--- src/rtl/pc_sequencer.sv ---
// Program-counter sequencer: IDLE/RUN/HALT lifecycle, fetch address and retired-instruction count.
// pc/count update one cycle after the deciding edge; stall holds all RUN state, no other backpressure.
module pc_sequencer #(
   parameter int PC_W      = 10,
   parameter int CNT_W     = 16,
   parameter int MAX_INSTR = 4096
) (
   input  logic             clk,
   input  logic             reset,
   input  logic             start,
   input  logic [PC_W-1:0]  start_addr,
   input  logic             stall,
   input  logic             branch,
   input  logic [PC_W-1:0]  target,
   input  logic             halt_instr,
   output logic [PC_W-1:0]  pc,
   output logic             running,
   output logic             done,
   output logic             timeout,
   output logic [CNT_W-1:0] instr_count
);

   typedef enum logic [1:0] {
      IDLE = 2'd0,
      RUN  = 2'd1,
      HALT = 2'd2
   } state_t;

   localparam logic [CNT_W-1:0] CNT_LIMIT = CNT_W'(MAX_INSTR - 1);
   localparam logic [CNT_W-1:0] CNT_MAX   = {CNT_W{1'b1}};

   state_t           state_q, state_nxt;
   logic [PC_W-1:0]  pc_q, pc_nxt;
   logic [CNT_W-1:0] cnt_q, cnt_nxt, cnt_inc;
   logic             timeout_q, timeout_nxt;

   always_ff @(posedge clk) begin
      if (reset) begin
         state_q   <= IDLE;
         pc_q      <= '0;
         cnt_q     <= '0;
         timeout_q <= 1'b0;
      end else begin
         state_q   <= state_nxt;
         pc_q      <= pc_nxt;
         cnt_q     <= cnt_nxt;
         timeout_q <= timeout_nxt;
      end
   end

   // Saturating retire increment; only reachable if MAX_INSTR exceeds the counter range.
   assign cnt_inc = (cnt_q == CNT_MAX) ? cnt_q : cnt_q + 1'b1;

   always_comb begin
      state_nxt   = state_q;
      pc_nxt      = pc_q;
      cnt_nxt     = cnt_q;
      timeout_nxt = timeout_q;
      case (state_q)
         IDLE, HALT: begin
            if (start) begin
               state_nxt   = RUN;
               pc_nxt      = start_addr;
               cnt_nxt     = '0;
               timeout_nxt = 1'b0;
            end
         end
         RUN: begin
            if (stall) begin
               state_nxt = RUN;
            end else if (halt_instr) begin
               state_nxt = HALT;
               cnt_nxt   = cnt_inc;
            end else if (cnt_q == CNT_LIMIT) begin
               state_nxt   = HALT;
               cnt_nxt     = cnt_inc;
               timeout_nxt = 1'b1;
            end else if (branch) begin
               pc_nxt  = target;
               cnt_nxt = cnt_inc;
            end else begin
               pc_nxt  = pc_q + 1'b1;
               cnt_nxt = cnt_inc;
            end
         end
         default: begin
            state_nxt = IDLE;
         end
      endcase
   end

   assign pc          = pc_q;
   assign instr_count = cnt_q;
   assign timeout     = timeout_q;
   assign running     = (state_q == RUN);
   assign done        = (state_q == HALT);

endmodule

--- config.mk ---
export PLATFORM = sky130hd
export DESIGN_NAME = pc_sequencer
export DESIGN_NICKNAME = d
export VERILOG_FILES = /design/src/rtl/pc_sequencer.sv
export SDC_FILE = /design/constraint.sdc
export NUM_CORES = 1
export LEC_CHECK = 0
export ABC_AREA = 1
export ABC_CLOCK_PERIOD_IN_PS = 1500
export CORE_MARGIN = 2
export CORE_UTILIZATION = 30
export DETAILED_ROUTE_END_ITERATION = 12
export GPL_TIMING_DRIVEN = 0
export PLACE_DENSITY_LB_ADDON = 0.2
export SLEW_MARGIN = 20
export SYNTH_ARGS = -nofsm -noshare
export SYNTH_HDL_FRONTEND = slang
export SYNTH_SLANG_ARGS = --single-unit
--- constraint.sdc ---
create_clock -name clk -period 1.5 [get_ports clk]
set_input_delay 0.225 -clock clk [delete_from_list [all_inputs] [get_ports clk]]
set_output_delay 0.225 -clock clk [all_outputs]
set_load 0.1 [all_outputs]
==> metrics.md, run 1 <==
| Metric | Value |
|---|---|
| Core box area | `around 0.0064 mm2` |
| DIE AREA | `0.00732 mm2` |
| Period utilisation layout | `103%` |
| Grt ovf | `0` |
| Die width | `85.6 um` |
| Slew Viols, Final | `0` |
| Crit path max fanout | `6` |
| Root Driver | `clkbuf_8` |
| Bufs and invs on worst path | `1` |
| CP top delay family | `simple AND/OR/NAND/NOR gates` |
| Final hold violations | `0` |
| WL met2 | `3140 um` |
| P per Cell Area | `831 mW/mm2` |
| Crit path capture type | `flop` |
| Largest net degree at the start of global routing | `11` |
| Post-DRT Antenna Nets | `0` |
| Worst Path Required | `between 1.5 and 2 ns` |
| N_diodes | `0` |
| Most common cell after layout, fill and taps aside | `nand2_1` |
| Worst-case clock buffer depth | `2` |
| Final non-filler cell total | `482` |
| RSZ-0062 raised after global routing | `yes` |
| Multiplexer share of the synthesized area | `0%` |
| Worst setup SP type | `flop` |
| Main flop type after synthesis | `dfxtp_1` |
| Max transition margin | `61.1%` |
| Placer Congestion | `0.781` |
| Syn Nets | `about 360` |
| Class of the worst hold path | `in2reg` |
| Slowest cell on crit path | `dfxtp_4` |
| Synth Area per Inst | `5.96 um2` |
| WL final | `6260 um` |
| Row count | `29` |
| Cells after Synth | `335` |
| CTS tree | `yes` |
| Die height | `85.6 um` |
| # IOs | `55` |
| Fin nets | `432` |
| Vias post-DR | `about 2400` |
| Slew @ Worst Pin | `between 0.5 and 0.6 ns` |
| Failing checks | `setup timing` |
| Unique masters post-synth | `31` |
| Drt pass-1 iters | `4` |
| Sequential area share after synthesis | `29.1%` |
| CP dominant cell by count | `nand2_4` |
| Worst vdd ir | `0.581 mV` |
| MaxCap Viol Count | `0` |
| Ys Warns | `0` |
| Syn-to-layout area delta | `58.9%` |
| LEAKAGE | `between 1 and 1.5 nW` |
| WS Path Type | `reg2reg` |
| Sink Count | `29` |
| Starting Density | `31.3%` |
| Xor-xnor portion of the synthesized cell area | `1.75%` |
| Number of fill cells | `648` |
| Residual DRC count | `0` |
| Cell taking the most area after synthesis | `dfxtp_1` |
| Placed cell count | `465` |
| Worst EP arrival | `1.71 ns` |
| Ordered list of cells on the worst path | `ha_4 -> nand2_4 -> nor2_4 -> nand4_1 -> nand2_2 -> nand2_4 -> clkbuf_16 -> o21ai_1 -> nor2_1` |
| Share of cells above drive strength 1 | `around 34%` |
| Clock-pin transition on the worst setup and hold timing paths | `0.07 ns` |
| Fin area | `0.00317 mm2` |
| Status | `finished, violations left` |
| GRT Total Usage | `17.2%` |
| Worst setup margin | `-0.0432 ns` |
| Leading post-synthesis cells by cell area | `dfxtp_1, nand2_1, nor2_1, nand3_1, a21oi_1` |
| Number of port buffers | `53` |
| Metal1 wirelength | `2700 um` |
| Largest family of logic cells by synthesized area | `simple AND/OR/NAND/NOR gates` |
| Fmax | `648 MHz` |
| Initial antenna violation count | `0` |
| Metal3 WL | `355 um` |
| Vias in the first global route | `2188` |
| 1st-iter DRT viols | `around 100` |
| Highest routed layer | `met4` |
| FFs w/ async S/R, synth | `0%` |
| Clock insertion delay at the later pin of the skew report | `0.28 ns` |
| Top cell type's share of synthesized area | `about 29%` |
| Num CTS Buffers | `5` |
| Final min period | `1.54 ns` |
| First-pass GRT wire length | `10100 um` |
| EDFF count, synth | `0` |
| Detail Placement HPWL | `between 4000 and 5000 um` |
| Clock Skew | `around 0.0053 ns` |
| Endpoints failing setup | `9` |
| Via-to-Cell Ratio | `4.89` |
| Compound-gate portion of the synthesized area | `10.6%` |
| Post-synthesis simple-gate area fraction | `47.8%` |
| #FFs+latches synth | `29` |
| Commonest cells after routing, fill and taps aside | `nand2_1, nor2_1, nand3_1` |
| Routed len/inst | `13.0 um` |
| Adder-cell share of the synthesized area | `under 10%` |
| Crit path largest cell delay | `slightly below 0.4 ns` |
| Syn Std Cell Area | `roughly 0.002 mm2` |
| H-tree depth | `2` |
| Pwr Total | `0.00264 W` |
| Placed cell area | `around 0.0028 mm2` |
## state kept, by name, summed over array words and instances (netlist names)
signal and flops:
instr_count 16, pc 10, state_q 2, timeout 1
## Yosys cell counts, types with 5 or more instances
cell type  instances
a21oi_1           27
buf_2              5
clkbuf_1           5
dfxtp_1           29
inv_1             31
nand2_1           88
nand3_1           34
nand4_1            8
nor2_1            68
o21ai_0            5
## tightest hold or removal path: stages
cell and delay (ns):
buf_2 0.18, o31ai_1 0.12, a21oi_2 0.14, nor2_1 0.05
## stage by stage
stage          util [%]  hold WS (ns)  setup TNS (ns)  setup WS (ns)
3_3_place_gp       43.1         0.463          -11.02         -0.850
5_1_grt            49.7         0.525           -1.68         -0.121
2_1_floorplan         -         0.410           -3.32         -0.214
6_report           49.7         0.474          -0.178        -0.0432
4_1_cts            46.2         0.447               0        0.00701
3_5_place_dp       43.1         0.468          -11.64         -0.857
## cell type report
type,count,area (um2),area share (%)
Multi-Input combinational cell,260,1400,44.2
Inverter,34,133,4.18
Clock buffer,7,96.3,3.04
Sequential cell,29,653,20.6
Clock inverter,1,5.00,0.158
Timing Repair Buffer,62,682,21.5
Buffer,12,106,3.35
Tap cell,77,96.3,3.04
## worst paths after layout
kind                                             startpoint                     endpoint  slack, ns  cells after the start
worst min-delay path                                 branch           pc[2]$_SDFFE_PP0P_       0.47                      4
worst min register to register         timeout$_SDFFE_PP0P_         timeout$_SDFFE_PP0P_       0.48                      2
worst max-delay path            instr_count[1]$_SDFFE_PP0P_  instr_count[1]$_SDFFE_PP0P_      -0.04                      9
worst max register to register  instr_count[1]$_SDFFE_PP0P_  instr_count[1]$_SDFFE_PP0P_      -0.04                      9
## kinds of logic (layout without fill, tap and decap cells)
logic type	after synthesis	count (layout)
adders and majority gates	2	2
AOI/OAI and AO/OA	39	39
DFF	29	29
xor gates and xnor gates	4	4
and+or+nand+nor	215	215
buffers and inverters	46	116
## report_power, final
| part | switching, W | internal (W) |
|---|---|---|
| clock network | 0.000310 | 0.000414 |
| logic | 0.000687 | 0.000355 |
| registers | 0.0000608 | 0.000809 |
## per-layer routing
metal | GRT usage, % | vias to the layer above
li1 | - | 1216
met1 | 20.3 | 1074
met2 | 31.6 | 59
met3 | 3.37 | 8
met4 | 4.33 | 0
met5 | 0 | -
## repair_timing
action | CTS | global route
cloned | 0 | 2
setup endpoints to repair | 49 | 31
hold buffers | 0 | 0
pin swaps | 2 | 10
setup buffers | 3 | 4
resized for setup | 104 | 52
Power figures use the tool's default switching activity.
==> inputs of run 2 (changes only) <==
--- a/config.mk
+++ b/config.mk
@@ -7,6 +7,7 @@
 export LEC_CHECK = 0
 export ABC_AREA = 1
 export ABC_CLOCK_PERIOD_IN_PS = 1500
+export CORE_ASPECT_RATIO = 0.8
 export CORE_MARGIN = 2
 export CORE_UTILIZATION = 30
 export DETAILED_ROUTE_END_ITERATION = 12
==> run 2 against run 1 <==
Register-to-register slack better by 0.09 ns; the run now ends clean; clock skew is 0.0068 ns higher; sequential power hardly changed.
==> metrics.md, run 2 (synthesis gave the netlist of run 1 again) <==
| Metric | Value |
|---|---|
| Worst setup margin | `between 0.04 and 0.05 ns` |
| P per Cell Area | `824 mW/mm2` |
| Num CTS Buffers | `5` |
| Period utilisation layout | `97.1%` |
| Sink Count | `29` |
| GRT Total Usage | `between 15 and 20%` |
| LEAKAGE | `~1.2 nW` |
| Initial antenna violation count | `0` |
| Drt pass-1 iters | `4` |
| Number of fill cells | `653` |
| CTS tree | `yes` |
| Number of port buffers | `53` |
| MaxCap Viol Count | `0` |
| Fmax | `686 MHz` |
| Vias post-DR | `2312` |
| Worst-case clock buffer depth | `2` |
| Syn-to-layout area delta | `51.5%` |
| Worst EP arrival | `1.23 ns` |
| 1st-iter DRT viols | `146` |
| Clock-pin transition on the worst setup and hold timing paths | `~0.070 ns` |
| Placed cell area | `0.00276 mm2` |
| DIE AREA | `0.00733 mm2` |
| N_diodes | `0` |
| H-tree depth | `2` |
| Die width | `roughly 95 um` |
| Worst setup SP type | `flop` |
| Post-DRT Antenna Nets | `0` |
| Residual DRC count | `0` |
| Clock insertion delay at the later pin of the skew report | `~0.29 ns` |
| RSZ-0062 raised after global routing | `yes` |
| # IOs | `55` |
| Clock Skew | `0.0122 ns` |
| Die height | `77.0 um` |
| Most common cell after layout, fill and taps aside | `nand2_1` |
| Row count | `26` |
| Detail Placement HPWL | `4490 um` |
| Final hold violations | `0` |
| Vias in the first global route | `2094` |
| Root Driver | `clkbuf_8` |
| Endpoints failing setup | `0` |
| Class of the worst hold path | `in2reg` |
| Grt ovf | `0` |
| WS Path Type | `reg2out` |
| Crit path max fanout | `6` |
| Worst Path Required | `1.27 ns` |
| WL final | `6080 um` |
| Worst reg2reg setup slack | `0.05 ns` |
| Largest net degree at the start of global routing | `11` |
| Slowest cell on crit path | `clkdlybuf4s15_2` |
| Starting Density | `31.2%` |
| Ordered list of cells on the worst path | `clkdlybuf4s15_2` |
| Max reg flops | `16` |
| Crit path largest cell delay | `~0.56 ns` |
| Final Util | `47.2%` |
| Placer Congestion | `~0.83` |
| Fin nets | `429` |
| Final min period | `1.46 ns` |
| Share of cells above drive strength 1 | `28.9%` |
| Fin area | `0.00303 mm2` |
| Slew @ Worst Pin | `roughly 0.56 ns` |
| Max transition margin | `a little over three fifths` |
| Worst vdd ir | `roughly 0.32 mV` |
| Via-to-Cell Ratio | `roughly 4.8` |
| CP top delay family | `buffers and inverters` |
| Commonest cells after routing, fill and taps aside | `nand2_1, nor2_1, nand3_1` |
| Slew Viols, Final | `0` |
| TNS Setup | `0 ns` |
| Routed len/inst | `12.5 um` |
| Setup WS pre-CTS | `-0.872 ns` |
| Bufs and invs on worst path | `1` |
| Core box area | `roughly 0.0064 mm2` |
| Status | `complete, no violations` |
| First-pass GRT wire length | `9950 um` |
| Crit path capture type | `primary output` |
## run 2: path summary, 6_finish.rpt
| path | startpoint | endpoint | cells after the start |
|---|---|---|---|
| max | instr_count[3]$_SDFFE_PP0P_ | instr_count[3] | 1 |
| max reg2reg | instr_count[1]$_SDFFE_PP0P_ | pc[8]$_SDFFE_PP0P_ | 10 |
| min | branch | pc[6]$_SDFFE_PP0P_ | 5 |
| min reg2reg | timeout$_SDFFE_PP0P_ | timeout$_SDFFE_PP0P_ | 2 |
## run 2: through the flow
stage,instances,hold WS [ns],power [W]
global route,486,0.526,0.00265
global placement,472,0.459,0.00178
CTS,484,0.450,0.00248
finish,486,0.472,0.00249
floorplan,335,0.410,0.00154
detailed placement,472,0.463,0.00179
## run 2: power breakdown
group | switching (W) | total [W] | internal, W
combinational | 0.000649 | 0.000952 | 0.000302
clock | 0.000297 | 0.000671 | 0.000374
sequential | 0.0000609 | 0.000870 | 0.000809
## run 2: area by class of cell
cell class	count	area, um2	area share (%)
tap	84	105	3.47
multi-input combinational	260	1340	44.2
clock buffer	8	90.1	2.98
timing repair buffer	59	609	20.1
buffer	12	98.8	3.27
sequential	29	653	21.6
inverter	34	133	4.38
## run 2: timing repair
item | 4_1_cts | 5_1_grt
setup endpoints to repair | 55 | 32
hold buffers | 0 | 0
setup buffers | 4 | 1
resized for setup | 103 | 33
pin swaps | 1 | 3
hold endpoints to repair | 0 | 0
cloned | 0 | 1
## run 2: layer usage
layer / track usage [%] / share of wire [%] / up-vias
li1: - / - / 1210
met3: 3.24 / 6.1 / 8
met2: 23.8 / 41 / 74
met1: 26.5 / 51 / 1020
met5: 0 / 0 / -
met4: 6.67 / 1.4 / 0
==> inputs of run 3 (changes only) <==
--- a/config.mk
+++ b/config.mk
@@ -10,9 +10,11 @@
 export CORE_ASPECT_RATIO = 0.8
 export CORE_MARGIN = 2
 export CORE_UTILIZATION = 30
+export CTS_CLUSTER_SIZE = 12
 export DETAILED_ROUTE_END_ITERATION = 12
 export GPL_TIMING_DRIVEN = 0
 export PLACE_DENSITY_LB_ADDON = 0.2
+export SETUP_SLACK_MARGIN = 0.1
 export SLEW_MARGIN = 20
 export SYNTH_ARGS = -nofsm -noshare
 export SYNTH_HDL_FRONTEND = slang
==> run 3 against run 2 <==
Setup slack lost 0.020 ns; global-route usage increased by 0.33 points; sequential power about the same; first-iteration DRC count shrank 21%; wire length is 9.7% higher; die area unchanged; utilization up 2.2 points; critical path depth rose by 8; clock-buffer cell count decreased by 1; critical endpoint is now pc[5]$_SDFFE_PP0P_.
==> metrics.md, run 3 (synthesis gave the netlist of run 1 again) <==
| Metric | Value |
|---|---|
| MaxCap Viol Count | `0` |
| Die width | `95.2 um` |
| Num CTS Buffers | `5` |
| Largest net degree at the start of global routing | `11` |
| First-pass GRT wire length | `approximately 10000 um` |
| Worst reg2reg setup slack | `0.02 ns` |
| Max transition margin | `48.8%` |
| Slew Viols, Final | `0` |
| 1st-iter DRT viols | `115` |
| Via-to-Cell Ratio | `roughly 4.8` |
| Routed len/inst | `13.5 um` |
| Worst Hold Path EP | `timeout$_SDFFE_PP0P_` |
| Period utilisation layout | `98.5%` |
| Endpoints failing setup | `0` |
| Clock insertion delay at the later pin of the skew report | `0.28 ns` |
| Number of port buffers | `53` |
| Worst EP arrival | `around 1.7 ns` |
| Sink Count | `29` |
| Die height | `77.0 um` |
| Crit path capture type | `flop` |
| Root Driver | `clkbuf_8` |
| WL final | `approximately 6700 um` |
| Final non-filler cell total | `493` |
| Max reg flops | `16` |
| Share of cells above drive strength 1 | `40.1%` |
| Switching power | `0.00109 W` |
| Most common cell after layout, fill and taps aside | `nand2_1` |
| Vias post-DR | `2360` |
| Status | `complete, no violations` |
| WS Path Type | `reg2reg` |
| Placed cell count | `472` |
| LEAKAGE | `1.37 nW` |
| Pwr Total | `0.00266 W` |
| Hold path start | `timeout$_SDFFE_PP0P_` |
| CTS tree | `yes` |
| Final min period | `1.48 ns` |
| R2R cell count | `9` |
| RR Startpoint | `instr_count[0]$_SDFFE_PP0P_` |
| # IOs | `55` |
| Clock group share of total power | `27.4%` |
| Hold Path Depth | `2` |
| Grt ovf | `0` |
| Vias in the first global route | `2024` |
| Starting Density | `31.2%` |
| Crit path max fanout | `5` |
| RSZ-0062 raised after global routing | `yes` |
| Fin area | `between 0.003 and 0.004 mm2` |
| Row count | `26` |
| Core box area | `0.00641 mm2` |
| Flop pwr share | `32.6%` |
| Commonest cells after routing, fill and taps aside | `nand2_1, nor2_1, inv_1, nand3_1, buf_2` |
| Slew @ Worst Pin | `approximately 0.77 ns` |
| Placer Congestion | `0.836` |
| Final hold violations | `0` |
| GRT Total Usage | `17.8%` |
| Post-DRT Antenna Nets | `0` |
| Initial antenna violation count | `0` |
| Residual DRC count | `0` |
| Comb pwr share | `roughly 40%` |
| DIE AREA | `0.00733 mm2` |
| Worst Path Required | `1.68 ns` |
| N_diodes | `0` |
| Fmax | `approximately 680 MHz` |
| Reg2reg end | `pc[5]$_SDFFE_PP0P_` |
| Worst setup SP type | `flop` |
| Syn-to-layout area delta | `58.6%` |
| Fin nets | `436` |
| P per Cell Area | `840 mW/mm2` |
| Placed cell area | `approximately 0.0028 mm2` |
| Clock Skew | `0.00385 ns` |
| Class of the worst hold path | `reg2reg` |
| Drt pass-1 iters | `4` |
| Worst vdd ir | `0.383 mV` |
| Detail Placement HPWL | `4490 um` |
| Clock-pin transition on the worst setup and hold timing paths | `0.07 ns` |
| P_int | `0.00157 W` |
| H-tree depth | `2` |
| Worst-case clock buffer depth | `2` |
| Switching Share | `40.9%` |
## run 3: cell count changes in the layout (fill, tap and decap cells not counted), sizes merged
cell and delta:
buf +33, clkbuf -1, clkdlybuf4s15 -22, clkdlybuf4s18 -4, inv +1
## run 3: layout make-up
type / instances / area, um2
well taps: 84 / 105
repair buffers: 66 / 562
plain buffers: 12 / 104
flip-flops and latches: 29 / 656
clock buffers: 7 / 96.3
multi-input cells: 260 / 1510
fillers: 653 / 3240
clock inverters: 1 / 5.00
inverters: 34 / 133
## run 3: worst max-delay path by stage
stage / start / endpoint / slack, ns / cells past startpoint
floorplan: instr_count[0]$_SDFFE_PP0P_ / pc[1]$_SDFFE_PP0P_ / -0.17 / 10
global placement: state_q[0]$_SDFFE_PP0P_ / running / -0.84 / 4
detailed placement: state_q[0]$_SDFFE_PP0P_ / running / -0.85 / 4
CTS: instr_count[1]$_SDFFE_PP0P_ / pc[1]$_SDFFE_PP0P_ / 0.03 / 10
global route: instr_count[0]$_SDFFE_PP0P_ / pc[7]$_SDFFE_PP0P_ / -0.06 / 10
finish: instr_count[0]$_SDFFE_PP0P_ / pc[5]$_SDFFE_PP0P_ / 0.02 / 9
## run 3: metrics by stage
stage	TNS (ns)	util [%]	hold slack [ns]	worst slack [ns]
2_1_floorplan	-2.21	-	0.408	-0.172
3_3_place_gp	-12.03	43.1	0.457	-0.837
3_5_place_dp	-11.86	43.1	0.461	-0.846
4_1_cts	0	46.2	0.465	0.0305
5_1_grt	-0.484	49.4	0.506	-0.0612
6_report	0	49.4	0.477	0.0225
## run 3: power by group through the flow
stage | logic (W) | clock network, W | registers [W]
floorplan | 0.000360 | 0 | 0.00118
global placement | 0.000900 | 0 | 0.000886
detailed placement | 0.000905 | 0 | 0.000886
CTS | 0.000982 | 0.000744 | 0.000868
global route | 0.00113 | 0.000783 | 0.000878
finish | 0.00106 | 0.000728 | 0.000868
## run 3: routing by layer
| metal | track usage, % | up-vias | wire length (um) |
|---|---|---|---|
| met5 | 0 | - | 0 |
| met4 | 4.35 | 0 | 60 |
| met3 | 3.54 | 7 | 285 |
| met2 | 23.9 | 48 | 2880 |
| met1 | 28.1 | 1080 | 3440 |
| li1 | - | 1225 | - |
## run 3: repair_timing
action,CTS,global route
hold buffers,0,0
gates resized for setup,180,57
cloned,3,1
buffers inserted,9,0
setup endpoints to repair,57,32
pin swaps,5,20
## run 3: worst max-delay path, cell delays in order, from the launching register on
cell     delay [ns]
dfxtp_4        0.36
ha_4           0.16
nand2_4        0.08
nor2_4         0.04
and2_4         0.16
nand3_4        0.08
nand3_4        0.14
buf_16         0.18
nor2_1         0.12
nor2_1         0.05
==> RTL edit 1, RTL diff (settings of run 1) <==
Reset style: asynchronous (`reset`), changed in one clocked block.
--- a/src/rtl/pc_sequencer.sv
+++ b/src/rtl/pc_sequencer.sv
@@ -36,3 +36,3 @@
 
-   always_ff @(posedge clk) begin
+   always_ff @(posedge clk or posedge reset) begin
       if (reset) begin
Behaviour: differs if reset is asserted again (counterexample within 4 cycles, from zero or initial values and one cycle with reset high); with reset held inactive, the same outputs for 10 cycles.
==> RTL edit 1 against run 1 <==
Cell count fell by 1.2%. Via count fell by 3.9%. First-iteration DRC count fell by 29%. Largest cell class unchanged. Sequential share of layout area rose by 3.8 points. The flow still finishes with violations (negative setup slack). Sequential cell count did not move. Critical endpoint is now pc[3]. Highest routed layer unchanged. Design area rose by 1.9%. Setup slack got worse by 0.050 ns. Synthesized area rose by 3.5%. Routed wire length rose by 1.2%. Critical path depth rose by 2.
Power is not compared: it rests on default switching activity, and its combinational part moved more than twofold at a synthesized area within 25%.
==> RTL edit 1: results (changes against run 1) <==
failing checks -> negative setup slack
Detailed Routing Iterations Pass 1 -> 5 (+1)
Fillers -> 703 (+8.5%)
worst hold slack -> 0.343 ns (-0.130 ns)
Ys Warns -> 0 (unchanged)
pre-CTS setup slack -> -0.939 ns (-0.0827 ns)
net count after synthesis -> 343 (-5.5%)
Non-clock buffering overhead -> 22.3% (-2.5 points)
#MultiIn Comb -> 259 (-0.38%)
Finish-stage setup viols -> 26 (+17)
CTS root buffer -> clkbuf_8
setup ws final -> -0.0936 ns (-0.0504 ns)
sequential area share after synthesis -> 35.1% (+6.0 points)
Seq cells -> 29 (unchanged)
M1 WL -> 2880 um (+6.7%)
nets@finish -> 424 (-1.9%)
gpl congestion -> 0.847 (+8.5%)
Layout Skew -> 0.00256 ns (-0.00276 ns)
met2 WL post-DR -> 3030 um (-3.5%)
Synth area leaders -> dfrtp_1 35%, nand2_1 24%, nor2_1 7.4%, nand3_1 5.8%, xor2_1 3.8%
Non-clk bufs -> 80 (+8.1%)
M1 GR Usage -> 21.7% (+1.4 points)
met2 Track Usage GR -> 29.3% (-2.3 points)
DR vias -> 2,265 (-3.9%)
Post-synth top cells -> 132 x nand2_1, 41 x nor2_1, 29 x dfrtp_1, 24 x nand3_1, 16 x inv_1
clk cell area share -> 2.67% (-0.52 points)
layout cells sized above 1 -> 39.4% (+5.3 points)
GR Util met3 -> 3.98% (+0.61 points)
Total GRT Usage -> 17.3% (+0.11 points)
1st-iter DRT viols -> 74 (-29%)
worst r2r path cells -> 11 (+2)
Logic inverters -> 21 (-38%)
multi-input logic area -> 1450 um2 (+3.6%)
first-pass GRT wire length -> 10,300 um (+1.6%)
largest net degree at the start of global routing -> 30 (+19)
Final ANT Viol Nets -> 0 (unchanged)
FFs w/ async S/R, synth -> 100% (+100 points)
R2R Path Start -> instr_count[0]
Slew headroom -> 58.2% (-2.9 points)
worst-path maximum fanout -> 5 (-1)
HP Class -> in2async
Reg-to-Reg End -> pc[3]
vias in the first global route -> 2,146 (-1.9%)
routed wire length per instance -> 13.3 um (+2.5%)
# port buffers -> 54 (+1.9%)
DP Wirelength -> 4290 um (-2.7%)
Worst-Skew Late Latency -> 0.28 ns (about the same)
outcome -> complete, but fails checks
routed wl met3 -> 336 um (-5.4%)
worst path arrival time -> 1.76 ns (+0.05 ns)
-- RTL edit 1: cell types whose count changed after synthesis, sizes merged, moves of 11 or more --
| cell | delta |
|---|---|
| inv | -13 |
| nor2 | -28 |
| dfrtp | +29 |
| o21ai | +15 |
| nand2 | +45 |
| dfxtp | -29 |
| a21oi | -26 |
| nand3 | -11 |
-- RTL edit 1: worst max-delay path: stages (launching register included) --
cell	delay (ns)
dfrtp_4	0.49
ha_4	0.18
nand3_4	0.07
inv_4	0.04
nand2_4	0.07
inv_4	0.04
nand3_4	0.07
nand4_1	0.11
buf_4	0.18
buf_6	0.13
nand2_2	0.06
nand2_2	0.05
-- RTL edit 1: repair_timing --
item,4_1_cts,5_1_grt
cloned,2,3
setup endpoints to repair,55,41
hold buffers,0,0
pin swaps,2,12
gates resized for setup,153,58
setup buffers,5,10
-- RTL edit 1: stage by stage --
stage          setup TNS (ns)  std cells  cell area [um2]
6_report                -1.31        476             3230
3_3_place_gp           -20.21        449             2840
4_1_cts                 -1.06        463             2960
2_1_floorplan           -3.82        315             2200
5_1_grt                 -3.15        476             3230
3_5_place_dp           -13.28        449             2840
-- RTL edit 1: worst max path at each step --
stage	cells after the start	startpoint	slack, ns	end
CTS	5	state_q[0]	-0.11	running
floorplan	10	instr_count[0]	-0.19	instr_count[13]
finish	11	instr_count[0]	-0.09	pc[3]
detailed placement	5	state_q[0]	-0.94	running
global placement	5	state_q[0]	-0.94	running
global route	11	instr_count[0]	-0.16	pc[3]
-- RTL edit 1: cells by family after synthesis --
logic type	after synthesis	share of synthesized area (%)
adders and majority gates	2	1.21
xor gates and xnor gates	10	4.24
and+or+nand+nor	221	45.6
buffers and inverters	29	6.78
DFF	29	35.1
AOI/OAI and AO/OA	24	7.08
==> RTL edit 2, RTL diff (config.mk and constraints of run 1) <==
Made on the original files. The parameter `PC_W` goes from 10 to 5.
--- a/src/rtl/pc_sequencer.sv
+++ b/src/rtl/pc_sequencer.sv
@@ -3,3 +3,3 @@
 module pc_sequencer #(
-   parameter int PC_W      = 10,
+   parameter int PC_W      = 5,
    parameter int CNT_W     = 16,
Interface: changed (resized pc, start_addr and target); port bits go from 55 to 40. The function was not compared with the original's and may differ.
==> RTL edit 2 against run 1 <==
The run still ends with negative setup slack left. Largest power group is now sequential cells. Clock power is 46% lower. Sequential power is 21% lower. Sequential share of layout area is 1.6 points higher. Via count decreased by 27%. Total power shrank 37%. Combinational power is 42% lower. Synthesized area decreased by 16%. Design area decreased by 22%. Setup slack better by 0.041 ns. Utilization shrank 4.5 points. Critical path type unchanged. Critical path depth unchanged. Worst hold slack lost 0.21 ns. Routed wire length decreased by 30%. Sequential cell count is 5 lower.
==> RTL edit 2: results (changes against run 1) <==
1st-iter DRT viols -> 46 (-56%)
CP max stage cell -> dfxtp_4
hold path endpoint -> instr_count[5]
flip-flop and latch area -> 547 um2 (-16%)
Fillers -> 544 (-16%)
initial antenna violation count -> 0 (unchanged)
#MultiIn Comb -> 196 (-25%)
Finish-stage setup viols -> 2 (-7)
clock-pin slew on the worst setup and hold paths -> 0.09 ns (+0.02 ns)
worst path arrival time -> 1.66 ns (-0.05 ns)
WHS Path Cells -> 2 (-2)
TritonCTS Buffers -> 3 (-2)
first-pass GRT wire length -> 7390 um (-27%)
DR vias -> 1,716 (-27%)
post-CTS setup buffers -> 0 (-3)
Max stage delay on crit path -> 0.39 ns (about the same)
sequential area share after synthesis -> 28.8% (-0.31 points)
worst hold slack -> 0.267 ns (-0.206 ns)
vias in the first global route -> 1,649 (-25%)
layout cells sized above 1 -> 35.6% (+1.5 points)
P_leak -> 1.05 nW (-16%)
net count after synthesis -> 277 (-24%)
outcome -> complete, but fails checks
maximum resistive drop on vdd -> 0.359 mV (-38%)
Worst-Skew Late Latency -> 0.27 ns
Setup TNS -> -0.00218 ns (+0.176 ns)
CTS resizes -> 79 (-24%)
nets@finish -> 328 (-24%)
gpl congestion -> 0.791 (+1.3%)
# port buffers -> 38 (-28%)
R2R Path Start -> instr_count[1]
Ant. Diodes -> 0 (unchanged)
DP Wirelength -> 3280 um (-26%)
Post-synth top cells -> 75 x nand2_1, 44 x nor2_1, 28 x inv_1, 24 x dfxtp_1, 22 x nand3_1
H-tree depth -> 1 (-1)
Worst setup endpoint -> state_q[0]
Synth area leaders -> dfxtp_1 29%, nand2_1 17%, nor2_1 9.9%, nand3_1 6.6%, inv_1 6.3%
Hold Path Origin -> reset
worst r2r path cells -> 9 (unchanged)
fraction of area in registers -> 22.2% (+1.6 points)
Post-Syn Area -> 1670 um2 (-16%)
Layout Skew -> 0.00439 ns (-0.000933 ns)
largest net degree at the start of global routing -> 14 (+3)
DP Area -> 2270 um2 (-18%)
clk cell area share -> 1.83% (-1.4 points)
CTS root buffer -> clkbuf_8
routed wire length per instance -> 11.5 um (-11%)
Total GRT Usage -> 14.6% (-2.6 points)
worst slew pin tran -> 0.561 ns (-0.0225 ns)
pre-CTS setup slack -> -0.648 ns (+0.208 ns)
Detailed Routing Iterations Pass 1 -> 4 (unchanged)
cell count after placement -> 369 (-21%)
setup ws final -> -0.00170 ns (+0.0415 ns)
multi-input logic area -> 1120 um2 (-20%)
Non-clk bufs -> 51 (-31%)
syn_area_per_cell -> 6.45 um2 (+8.2%)
failing checks -> negative setup slack
Non-clock buffering overhead -> 21.3% (-3.6 points)
#FFs+latches synth -> 24 (-17%)
DR vias/cell -> 4.50 (-7.9%)
RTL edit 2: cell count changes after synthesis, sizes merged, moves of 3 or more:
cell,before,now
nor2,73,51
a21oi,27,12
nand3,36,23
nand2,91,83
dfxtp,29,24
clkbuf,5,1
buf,7,4
clkinv,0,3
inv,34,31
o21a,3,0
o21ai,5,8
xor2,3,0
RTL edit 2: per-layer routing:
metal,routed length [um],track usage (%)
met1,2140,18.8
met5,0,0
met4,49,5.44
met3,215,2.30
met2,1990,24.3
RTL edit 2: logic make-up (layout without fill, tap and decap cells):
group                      count (synthesis)  count (layout)  synth area share (%)
xor gates and xnor gates                   2               2                  1.05
muxes                                      1               1                 0.599
DFF                                       24              24                  28.8
adders and majority gates                  2               2                  1.50
and+or+nand+nor                          166             166                  47.4
AOI/OAI and AO/OA                         25              25                  10.2
buffers and inverters                     39              89                  10.5
RTL edit 2: report_power, final:
part           internal [mW]  switching (mW)
logic                  0.190           0.409
clock network          0.183           0.205
registers              0.643          0.0424
